--- src/rtl/one_to_four_demux.sv ---
// rtl/one_to_four_demux.sv - registered 1-to-4 demux with a 2-entry FIFO per output channel
// A stalled consumer only blocks traffic addressed to its own channel.

module one_to_four_demux_chan #(
    parameter int WIDTH = 8
) (
    input  logic             clk,
    input  logic             rst,
    input  logic             push,
    input  logic             pop,
    input  logic [WIDTH-1:0] wdata,
    output logic [1:0]       count,
    output logic [WIDTH-1:0] head
);

    logic [WIDTH-1:0] mem [2];
    logic             wr_ptr;
    logic             rd_ptr;
    logic [WIDTH-1:0] last_q;

    always_ff @(posedge clk or posedge rst) begin
        if (rst) begin
            mem[0] <= '0;
            mem[1] <= '0;
            wr_ptr <= 1'b0;
            rd_ptr <= 1'b0;
            count  <= 2'd0;
            last_q <= '0;
        end else begin
            if (push) begin
                mem[wr_ptr] <= wdata;
                wr_ptr      <= ~wr_ptr;
            end
            if (pop) begin
                last_q <= mem[rd_ptr];
                rd_ptr <= ~rd_ptr;
            end
            case ({push, pop})
                2'b10:   count <= count + 2'd1;
                2'b01:   count <= count - 2'd1;
                default: count <= count;
            endcase
        end
    end

    // An empty channel keeps presenting the last entry it delivered.
    assign head = (count != 2'd0) ? mem[rd_ptr] : last_q;

endmodule

module one_to_four_demux #(
    parameter int WIDTH = 8
) (
    input  logic               clk,
    input  logic               rst,
    input  logic               in_valid,
    output logic               in_ready,
    input  logic [WIDTH-1:0]   in_data,
    input  logic [1:0]         in_sel,
    output logic [3:0]         out_valid,
    input  logic [3:0]         out_ready,
    output logic [4*WIDTH-1:0] out_data,
    output logic               busy
);

    logic [3:0][1:0] count;
    logic [3:0]      push;
    logic [3:0]      pop;
    logic            accept;

    // Ready looks only at registered occupancy, so no path runs from out_ready to in_ready.
    assign in_ready = (count[in_sel] != 2'd2);
    assign accept   = in_valid & in_ready;

    for (genvar k = 0; k < 4; k++) begin : g_chan
        assign push[k]      = accept && (in_sel == 2'(k));
        assign pop[k]       = out_valid[k] & out_ready[k];
        assign out_valid[k] = (count[k] != 2'd0);

        one_to_four_demux_chan #(.WIDTH(WIDTH)) u_chan (
            .clk   (clk),
            .rst   (rst),
            .push  (push[k]),
            .pop   (pop[k]),
            .wdata (in_data),
            .count (count[k]),
            .head  (out_data[k*WIDTH +: WIDTH])
        );
    end

    assign busy = |out_valid;

endmodule
--- config.mk ---
export PLATFORM = sky130hd
export DESIGN_NAME = one_to_four_demux
export DESIGN_NICKNAME = d
export VERILOG_FILES = /design/src/rtl/one_to_four_demux.sv
export SDC_FILE = /design/constraint.sdc
export NUM_CORES = 1
export LEC_CHECK = 0
export ABC_AREA = 0
export CAP_MARGIN = 20
export CORE_UTILIZATION = 59
export CTS_BUF_LIST = sky130_fd_sc_hd__clkbuf_4 sky130_fd_sc_hd__clkbuf_8
export CTS_CLUSTER_DIAMETER = 200
export DETAILED_ROUTE_END_ITERATION = 10
export GPL_TIMING_DRIVEN = 0
export HOLD_SLACK_MARGIN = 0.08
export MAX_ROUTING_LAYER = met4
export PLACE_DENSITY = 0.83
export SYNTH_ARGS = -nofsm -noshare
export SYNTH_HDL_FRONTEND = slang
export SYNTH_HIERARCHICAL = 1
export SYNTH_SLANG_ARGS = --single-unit
export TNS_END_PERCENT = 10
--- constraint.sdc ---
create_clock -name clk -period 2.2 [get_ports clk]
set_clock_uncertainty 0.1 [all_clocks]
set_input_delay 0.55 -clock clk [delete_from_list [all_inputs] [get_ports clk]]
set_output_delay 0.55 -clock clk [all_outputs]
set_load 0.005 [all_outputs]
==> reports/metrics.cfg <==
[logic_synthesis]
syn_area_um2=5260
async_flop_share=1.00
yosysUniqueCellTypes=28
synthesis.nets=443
seq_area_frac_synth=0.533
synth_area_per_cell_um2=12.5
synth-seq-cells=112
synth_top_area_cell=dfrtp_1
synth_ff_type=dfrtp_1
ys.warnings.count=6
synthTopCellsByArea=dfrtp_1 (53%), mux2_2 (14%), mux2i_1 (6.1%)
synthCells=422
yosysTopAreaCellShare=0.533
synth-edff-count=0

[cts]
cts.clk_slew.worst_paths_ns=0.10
cts_hold_buf=0
clock_latency_ns=0.36
root_buffer=clkbuf_8
htree_levels=3
clockBufferDepth=2
cts.sinks=112
cts_made_buffers=9
tritoncts=built

[critical_path]
worst_setup_path_start_kind=register
cp-end-kind=output pin
critical_path.max_fanout=3
critPathArrivalTime_ns=1.69
critPathRequiredTime_ns=1.55
critical_path_class=reg -> out

[die]
die-area_um2=9290
initial_core_util=0.606
core_um2=8680
rows=34
die-height_um=96.4
die_w_um=96.4
ios=55

[grt]
grt_pass1_vias=3492
grt_overflow=0
antenna_found_initial=0
grt_pass1_wl_um=17900
grt_max_degree=29
grt.total_usage=0.274

[detailed_routing]
post_drt_wl_per_cell_um=18.7
drc=0
routed_via_density=5.61
routed_wl_um=11700
drt_first_pass_iters=4
drtIter0Drc=130
final_antenna_net_count=0
via_count=3501

[placed_design]
io_buffer_count=54
dp_slack_ns=-0.601
dpl.hpwl_um=7230
gp_congestion=0.750

[power_and_ir_drop]
vdd_drop_max_v=0.000721
p_comb_frac=0.502
p_int_mw=6.74
switching_share=0.360
p_per_area_nw_per_um2=1630
p_clk_frac=0.139
switchingPower_mw=3.79
seqPwrFrac=0.359
p_leak_nw=2.94

[finish]
fin_nets=533
diodes=0
filler_cell_count=581
layout-drive-gt1-share=0.442
area_growth_pct=23.1

[timing]
fin_setup_tns_ns=-1.79
slew_headroom=0.595
grt_setup_unrepaired=true
timing.final.ws_setup_ns=-0.137
whs_ns=0.413
finalCritPeriodShare=1.06
tightestPinTransition_ns=0.607
hold_viol_final=0
period_minus_slack_ns=2.34
fmax_mhz=428
setup_viol=20
slew_viol_final=0

[status]
violations=negative setup slack
status=complete, but fails checks

[flow_run]
cap_violations=0

[min_path]
hp-class=reg -> reg

-- cells in the final DEF, fill, tap and decap left out, drive strengths merged --
cell type / count
dlygate4sd2: 1
and4b: 2
clkbuf: 15
nor4bb: 1
dlymetal6s2s: 4
mux4: 1
inv: 8
or2: 8
mux2: 64
ha: 4
nand2b: 4
dfrtp: 112
mux2i: 32
a21oi: 64
clkdlybuf4s50: 15
xnor2: 8
and4: 1
bufinv: 3
or4: 1
and2: 4
nor2: 72
nand2: 4
xor2: 12
buf: 76
-- cell families after synthesis --
logic type,after synthesis,share of synthesized area
flops,112,0.533
mux,97,0.202
simple gates,97,0.0950
compound gates,64,0.0838
buf+inv,28,0.0428
xor+xnor,20,0.0333
fa+ha+maj,4,0.00952
-- final cells by class --
class	instances	area, um^2	share of cell area
multi-input combinational	282	2360	0.366
inverter	8	30.0	0.00464
buffer	20	195	0.0302
sequential	112	2800	0.433
clock buffer	12	153	0.0236
timing repair buffer	79	698	0.108
tap	108	135	0.0209
clock inverter	3	90.1	0.0139
-- metal layers --
layer,track usage,share of wire,up-vias
met1,0.352,0.43,1781
met5,-,0,-
li1,-,-,1614
met3,0.0329,0.038,19
met4,0.0931,0.019,0
met2,0.454,0.51,87
-- through the flow --
step           instance area (um^2)   util  std cells  total power, mW
3_3_place_gp                   5930  0.684        584             8.62
4_1_cts                        6360  0.733        618             10.4
3_5_place_dp                   5930  0.684        584             8.84
5_1_grt                        6470  0.745        624             11.2
6_report                       6470  0.745        624             10.5
2_1_floorplan                  5260      -        422             6.88
-- power groups by stage --
stage / clock network [mW] / logic (mW) / registers (mW)
finish: 1.46 / 5.29 / 3.78
global route: 1.58 / 5.72 / 3.89
CTS: 1.48 / 5.20 / 3.73
detailed placement: 0 / 5.05 / 3.79
global placement: 0 / 4.92 / 3.70
floorplan: 0 / 3.27 / 3.61
-- synth_stat cells (2+ instances only) --
cell type  count
buf_12         4
buf_4          4
xor2_1        12
a21oi_2       32
or2_1          6
buf_2          8
nor2_4         4
dfrtp_1      112
mux2_2        64
nand2b_1       4
nor2_1        60
mux2i_1       32
ha_1           4
xnor2_1        8
and2_1         3
and4b_1        2
buf_6          4
nor2_2         8
nand2_2        4
inv_1          8
a21oi_1       32
-- repair_timing --
item / 4_1_cts / 5_1_grt
setup endpoints to repair: 47 / 47
gates resized for setup: 122 / 56
setup buffers: 18 / 2
pin swaps: 12 / 11
cloned: 2 / 0
-- worst paths after layout --
kind | startpoint | endpoint | slack [ns] | cells after the start
worst max-delay path | g_chan[1].u_chan/count[0] | in_ready | -0.14 | 4
worst min-delay path | g_chan[3].u_chan/mem[1] | g_chan[3].u_chan/mem[1] | 0.41 | 1
worst max register to register | g_chan[1].u_chan/count[1] | g_chan[1].u_chan/count[1] | 0.21 | 8
worst min register to register | g_chan[3].u_chan/mem[1] | g_chan[3].u_chan/mem[1] | 0.41 | 1
max in group asynchronous | rst | g_chan[3].u_chan/count[1] | 0.88 | 3
min in group asynchronous | rst | g_chan[0].u_chan/mem[8] | 0.46 | 2
-- flip-flops by register name (all words and copies together), names as in the netlist --
register and cells:
g_chan.u_chan/mem 64, g_chan.u_chan/count 8, g_chan.u_chan/rd_ptr 4, g_chan.u_chan/last_q 32, g_chan.u_chan/wr_ptr 4
-- critical path, stage by stage (launching register included) --
cell      delay (ns)
dfrtp_1         0.44
buf_6           0.14
nand2b_4        0.13
mux4_2          0.47
buf_2           0.15
(Power assumes the default switching activity.)
